`src/rtl/adder_16_pkg.sv`:
```
// Shared sizing for the 16-bit CLA adder: datapath width, CLA group width, group count.
package adder_16_pkg;
  localparam int WIDTH = 16;
  localparam int GRP_W = 4;
  localparam int N_GRP = WIDTH / GRP_W;
endpackage

```
`src/rtl/adder_16_cla_4.sv`:
```
// 4-bit carry-lookahead group: sum bits plus group generate/propagate for the next level.
// Purely combinational; no handshake.
module cla_4
  import adder_16_pkg::*;
(
  input  logic [GRP_W-1:0] a,
  input  logic [GRP_W-1:0] b,
  input  logic             cin,
  output logic [GRP_W-1:0] s,
  output logic             g,
  output logic             p
);

  logic [GRP_W-1:0] bg;
  logic [GRP_W-1:0] bp;
  logic [GRP_W-1:0] c;

  assign bg = a & b;
  assign bp = a ^ b;

  // every internal carry is a flat sum of products of cin and the bit g/p terms
  assign c[0] = cin;
  assign c[1] = bg[0] | (bp[0] & cin);
  assign c[2] = bg[1] | (bp[1] & bg[0]) | (bp[1] & bp[0] & cin);
  assign c[3] = bg[2] | (bp[2] & bg[1]) | (bp[2] & bp[1] & bg[0])
              | (bp[2] & bp[1] & bp[0] & cin);

  assign s = bp ^ c;
  assign g = bg[3] | (bp[3] & bg[2]) | (bp[3] & bp[2] & bg[1])
           | (bp[3] & bp[2] & bp[1] & bg[0]);
  assign p = &bp;

endmodule

```
`src/rtl/adder_16.sv`:
```
// Registered 16-bit two-level CLA adder with carry, sign, parity and overflow flags.
// Latency 1 cycle, one result per cycle; no backpressure.
module adder_16
  import adder_16_pkg::*;
(
  input  logic             clk,
  input  logic             rst_n,
  input  logic [WIDTH-1:0] a,
  input  logic [WIDTH-1:0] b,
  output logic [WIDTH-1:0] sum,
  output logic             cout,
  output logic             sign,
  output logic             parity,
  output logic             overflow
);

  logic [WIDTH-1:0] sum_c;
  logic g0, g1, g2, g3;
  logic p0, p1, p2, p3;
  logic c1, c2, c3, c4;
  logic ovf_c;

  // group carries come from the second-level lookahead; carry-in to group 0 is 0
  assign c1 = g0;
  assign c2 = g1 | (p1 & g0);
  assign c3 = g2 | (p2 & g1) | (p2 & p1 & g0);
  assign c4 = g3 | (p3 & g2) | (p3 & p2 & g1) | (p3 & p2 & p1 & g0);

  cla_4 u_cla0 (.a(a[0*GRP_W +: GRP_W]), .b(b[0*GRP_W +: GRP_W]), .cin(1'b0),
                .s(sum_c[0*GRP_W +: GRP_W]), .g(g0), .p(p0));
  cla_4 u_cla1 (.a(a[1*GRP_W +: GRP_W]), .b(b[1*GRP_W +: GRP_W]), .cin(c1),
                .s(sum_c[1*GRP_W +: GRP_W]), .g(g1), .p(p1));
  cla_4 u_cla2 (.a(a[2*GRP_W +: GRP_W]), .b(b[2*GRP_W +: GRP_W]), .cin(c2),
                .s(sum_c[2*GRP_W +: GRP_W]), .g(g2), .p(p2));
  cla_4 u_cla3 (.a(a[3*GRP_W +: GRP_W]), .b(b[3*GRP_W +: GRP_W]), .cin(c3),
                .s(sum_c[3*GRP_W +: GRP_W]), .g(g3), .p(p3));

  // signed overflow: like-signed operands producing an opposite-signed sum
  assign ovf_c = (a[WIDTH-1] == b[WIDTH-1]) && (sum_c[WIDTH-1] != a[WIDTH-1]);

  always_ff @(posedge clk or negedge rst_n) begin
    if (!rst_n) begin
      sum      <= '0;
      cout     <= 1'b0;
      sign     <= 1'b0;
      parity   <= 1'b0;
      overflow <= 1'b0;
    end else begin
      sum      <= sum_c;
      cout     <= c4;
      sign     <= sum_c[WIDTH-1];
      parity   <= ^sum_c;
      overflow <= ovf_c;
    end
  end

endmodule

```
`config.mk`:
```
export PLATFORM = sky130hd
export DESIGN_NAME = adder_16
export DESIGN_NICKNAME = d
export VERILOG_FILES = /design/src/rtl/adder_16_pkg.sv /design/src/rtl/adder_16_cla_4.sv /design/src/rtl/adder_16.sv
export SDC_FILE = /design/constraint.sdc
export NUM_CORES = 1
export LEC_CHECK = 0
export ABC_AREA = 1
export BUFFER_PORTS_ARGS = -buffer_cell sky130_fd_sc_hd__buf_2
export CORE_UTILIZATION = 50
export CTS_BUF_LIST = sky130_fd_sc_hd__clkbuf_4 sky130_fd_sc_hd__clkbuf_8
export DETAILED_ROUTE_END_ITERATION = 16
export PLACE_DENSITY = 0.78
export RECOVER_POWER = 25
export SLEW_MARGIN = 20
export SYNTH_ARGS = -nofsm -noshare
export SYNTH_HDL_FRONTEND = slang
export SYNTH_SLANG_ARGS = --single-unit
```
`constraint.sdc`:
```
create_clock -name clk -period 0.8 [get_ports clk]
set_input_delay 0.04 -clock clk [delete_from_list [all_inputs] [get_ports clk]]
set_output_delay 0.04 -clock clk [all_outputs]
set_load 0.01 [all_outputs]
```
==> key figures, run 1 <==
Synth
  – Post-synth EDFFs: 0
  – Count of unique library cells instantiated by Yosys: 23
  – Area contributors post-synth: dfrtp_1 (27%), nand2_1 (16%), ha_1 (12%), inv_1 (11%), nand3_1 (7.5%)
  – Synth top area share: 0.273
  – Ys flop type: dfrtp_1
  – Synth async-reset ratio: 1.00
  – Commonest cells in the netlist: nand2_1 (75), inv_1 (49), nand3_1 (26)
  – Synth Instances: 244
  – #FFs+latches synth: 19
  – Synthesis Warnings: 0
  – Largest area contributor in the netlist: dfrtp_1
  – Sequential share of the synthesized area: 0.273
  – Count leader, synth: nand2_1
  – Syn avg cell area: ~7.1 um2
  – Syn nets: ~300
  – Cell area after synthesis: around 1700 um2

Global routing
  – Grt total ovfl: 73
  – Largest net degree at the start of global routing: 20
  – Gr usage total: 0.722

Placement
  – # port buffers: 53
  – Hpwl dp: about 3300 um
  – Routability cong.: around 0.85

Clock tree
  – CTS buffer count: 3
  – CTS Sinks: 19
  – Max clock buf depth: 2
  – Root Driver: clkbuf_4
  – Htree depth: 1

Outcome
  – Tool error: [ERROR GRT-0232] Routing congestion too high. Check the congestion heatmap in the GUI.
  – Status: stopped before the end
  – Failed at: 5_1_grt

Floorplanning
  – Die Span Y: 61 um
  – Die width: 61 um
  – Starting Density: 0.522
  – Cell Rows: 21
  – I/O pin count: between 50 and 60

STA
  – Post-GRT worst EP: parity$_DFF_PN0_/D
  – Worst End Pin Type: register data pin
[cells by family after synthesis]
family                   count (synthesis)  share of synthesized area
AO/OA/AOI/OAI                            8                     0.0331
XOR/XNOR                                 8                     0.0403
adder cells (fa/ha/maj)                 20                      0.161
buffers and inverters                   51                      0.112
flip-flops                              19                      0.273
AND/OR/NAND/NOR                        138                      0.380
[per-layer routing]
layer / GRT overflow / track usage
met1: 0 / 0.670
met2: 46 / 0.992
met3: 0 / 0.424
met5: 0 / 0
met4: 27 / 0.912
[what timing repair did]
action                                 4_1_cts
hold buffers                                 2
pin swaps                                   37
setup endpoints to repair                   38
setup buffers                               19
endpoints found under the hold margin       20
gates resized for setup                     71
[through the flow]
| step | cell area, um2 | hold slack, ps | setup slack [ps] | setup TNS [ps] | cells |
|---|---|---|---|---|---|
| 2_1_floorplan | 1910 | -256 | -1230 | -7180 | 244 |
| 3_3_place_gp | 2470 | -2.93 | -1490 | -12310 | 375 |
| 3_5_place_dp | 2470 | -3.78 | -1530 | -12950 | 375 |
| 4_1_cts | 2940 | 57.2 | -1140 | -8280 | 395 |
==> run 2: changes to the inputs <==
--- a/config.mk
+++ b/config.mk
@@ -7,10 +7,9 @@
 export LEC_CHECK = 0
 export ABC_AREA = 1
 export BUFFER_PORTS_ARGS = -buffer_cell sky130_fd_sc_hd__buf_2
-export CORE_UTILIZATION = 50
-export CTS_BUF_LIST = sky130_fd_sc_hd__clkbuf_4 sky130_fd_sc_hd__clkbuf_8
+export CORE_UTILIZATION = 35
 export DETAILED_ROUTE_END_ITERATION = 16
-export PLACE_DENSITY = 0.78
+export PLACE_DENSITY_LB_ADDON = 0.15
 export RECOVER_POWER = 25
 export SLEW_MARGIN = 20
 export SYNTH_ARGS = -nofsm -noshare
==> key figures, run 2 <==
Outcome
  – Status: finished with violations
  – Failing checks: setup timing

Finish
  – Filler cells: between 400 and 500
  – Final design utilization: 0.625
  – Fin cells: roughly 410
  – Max reg flops: 15
  – Total Nets Final: 400
  – Most common cell after layout, fill and taps aside: nand2_1
  – Area Overhead vs Synth: 70.7%
  – Largest Register: sum
  – Multi-input logic area: 1450 um2
  – Commonest cells after routing, fill and taps aside: nand2_1 (48), buf_2 (38), inv_1 (35), buf_4 (35), nand2_2 (32)
  – Total area of sequential cells: about 480 um2
  – Layout cells sized above 1: 0.580
  – Cell area after layout: 2970 um2
  – Ant. Diodes: 0

Critical path
  – Critical path fanouts, max: 4
  – Max incr delay on CP: roughly 520 ps
  – Req. time, crit path: 950 ps
  – Most used cell along the critical path: nand2_2
  – Worst-path cell chain: buf_6, ha_4, nand2_2, inv_2, nand2_4, nor2_4, nand2_2, nand3_2, inv_2, fa_2, inv_2, xor2_1, inv_1, nand3_2, nand2_2, inv_2, nand2_2, nand2_2, xnor2_1
  – Crit path from: b[9]
  – Crit path DAT: between 2000 and 2500 ps
  – Setup crit start kind: primary input
  – CP endpoint kind: flip-flop
  – Setup CP Type: in2reg
  – Crit path max-delay cell type: fa_2

STA
  – Final Hold Fails: 0
  – Crit path time final: 1980 ps
  – Period utilization: 2.48
  – Slew Viols, Final: 0
  – Final setup margin: -1180 ps
  – TNS Setup: -7530 ps
  – Worst-Margin Slew: between 400 and 500 ps
  – Worst slew margin relative to its limit: 0.671
  – Hold_ws: around 94 ps
  – RSZ-0062 raised after global routing: yes
  – Final setup vio count: 17
  – F_max: a little over 500 MHz

Clock tree
  – Htree depth: 1 (unchanged)
  – Max clock buf depth: 2 (unchanged)
  – CTS Sinks: 19 (unchanged)
  – Root Driver: clkbuf_8
  – Clock transition at the registers of the reported paths: roughly 70 ps
  – CTS tree: built
  – CTS buffer count: 3 (unchanged)

Synth
  – #FFs+latches synth: 19 (unchanged)
  – Post-synth EDFFs: 0 (unchanged)
  – Largest area contributor in the netlist: dfrtp_1
  – Count leader, synth: nand2_1
  – Synth Instances: 244 (unchanged)
  – Synth top area share: 0.273 (unchanged)
  – Count of unique library cells instantiated by Yosys: 23 (unchanged)
  – Area contributors post-synth: dfrtp_1 (27%), nand2_1 (16%), ha_1 (12%), inv_1 (11%), nand3_1 (7.5%)
  – Cell area after synthesis: 1740 um2 (unchanged)
  – Syn nets: 298 (unchanged)
  – Synth async-reset ratio: 1.00 (unchanged)
  – Commonest cells in the netlist: nand2_1 (75), inv_1 (49), nand3_1 (26)
  – Synthesis Warnings: 0 (unchanged)
  – Syn avg cell area: 7.13 um2 (unchanged)
  – Sequential share of the synthesized area: 0.273 (unchanged)
  – Ys flop type: dfrtp_1

Global routing
  – Grt total ovfl: 0
  – Gr usage total: 0.155
  – First-pass GRT wire length: 6560 um
  – Largest net degree at the start of global routing: 20
  – Initial antenna violation count: 0
  – Vias in the first global route: 1632

Min path
  – Hold path endpoint: sum[0]
  – Hold Path Stages: 2
  – Worst min-delay path category: in2reg
  – Hold Crit Start: a[0]

Placement
  – Post-Place Cells: 401 (+6.9%)
  – # port buffers: 53 (unchanged)
  – Routability cong.: 0.739 (-13%)
  – Pre-CTS WS: -1520 ps (+11.7 ps)
  – Hpwl dp: 3050 um (-6.5%)
  – Post-DP Area: 2530 um2 (+2.6%)

Detailed routing
  – Detailed Route Iter0 Violations: 27
  – Via/cell ratio: 4.27
  – Routed wire per std cell: around 9.7 um
  – Drt pass-1 iters: 4
  – Residual DRC: 0
  – Via count: ~1.8k
  – Routed WL: 4000 um
  – Routed Antenna Nets: 0

Floorplanning
  – Die Span Y: 72.5 um (+19%)
  – Die width: 72.5 um (+19%)
  – Die area: between 5000 and 6000 um2
  – Starting Density: 0.366 (-0.156)
  – I/O pin count: 54 (unchanged)
  – Cell Rows: 25 (+19%)
  – Core ar.: around 4800 um2

Pwr
  – Total power: between 4 and 5 mW
  – Pleak: approximately 1.7 nW
  – PD cells: between 1500 and 2000 nW/um2
  – Worst IR Drop VDD: 0.747 mV

Job
  – MaxCap Viol Count: 0
## run 2: how the worst max path moves through the flow
stage / endpoint / slack [ps] / cells past startpoint
after CTS: parity / -1180 / 17
after global routing: parity / -1280 / 19
after floorplan: parity / -1230 / 16
after global placement: parity / -1530 / 17
final: parity / -1180 / 19
after detailed placement: parity / -1520 / 17
## run 2: logic make-up after synthesis
logic type / Yosys count / share of synthesized area
simple gates: 138 / 0.380
buf+inv: 51 / 0.112
fa+ha+maj: 20 / 0.161
flops: 19 / 0.273
compound gates: 8 / 0.0331
xor+xnor: 8 / 0.0403
## run 2: cell type report
type / instances / share of cell area
multi-input cells: 174 / 0.487
repair buffers: 98 / 0.246
flip-flops and latches: 19 / 0.160
inverters: 50 / 0.0632
well taps: 67 / 0.0282
clock buffers: 3 / 0.0139
clock inverters: 1 / 0.00168
## run 2: report_power, final
part | internal [mW] | switching, mW | leakage [nW] | total (mW)
clock | 0.346 | 0.321 | 0.0255 | 0.666
sequential | 1.15 | 0.0407 | 0.225 | 1.19
combinational | 1.33 | 1.41 | 1.41 | 2.74
## run 2: repair_timing
| action | CTS | global route |
|---|---|---|
| setup buffers | 6 | 3 |
| pin swaps | 26 | 37 |
| setup endpoints to repair | 22 | 36 |
| hold buffers | 1 | 0 |
| resized for setup | 38 | 52 |
| endpoints found under the hold margin | 19 | 0 |
## run 2: critical path, delay by kind of cell
kind / cells / cell delay, ps
buf+inv: 6 / 380
fa+ha+maj: 2 / 800
simple gates: 9 / 630
xor+xnor: 2 / 270
## run 2: layer usage
metal,track usage,wire [um]
met1,0.197,1750
met2,0.276,2070
met3,0.00972,108
met4,0.0588,59
met5,0,0
Power figures use the tool's default switching activity.
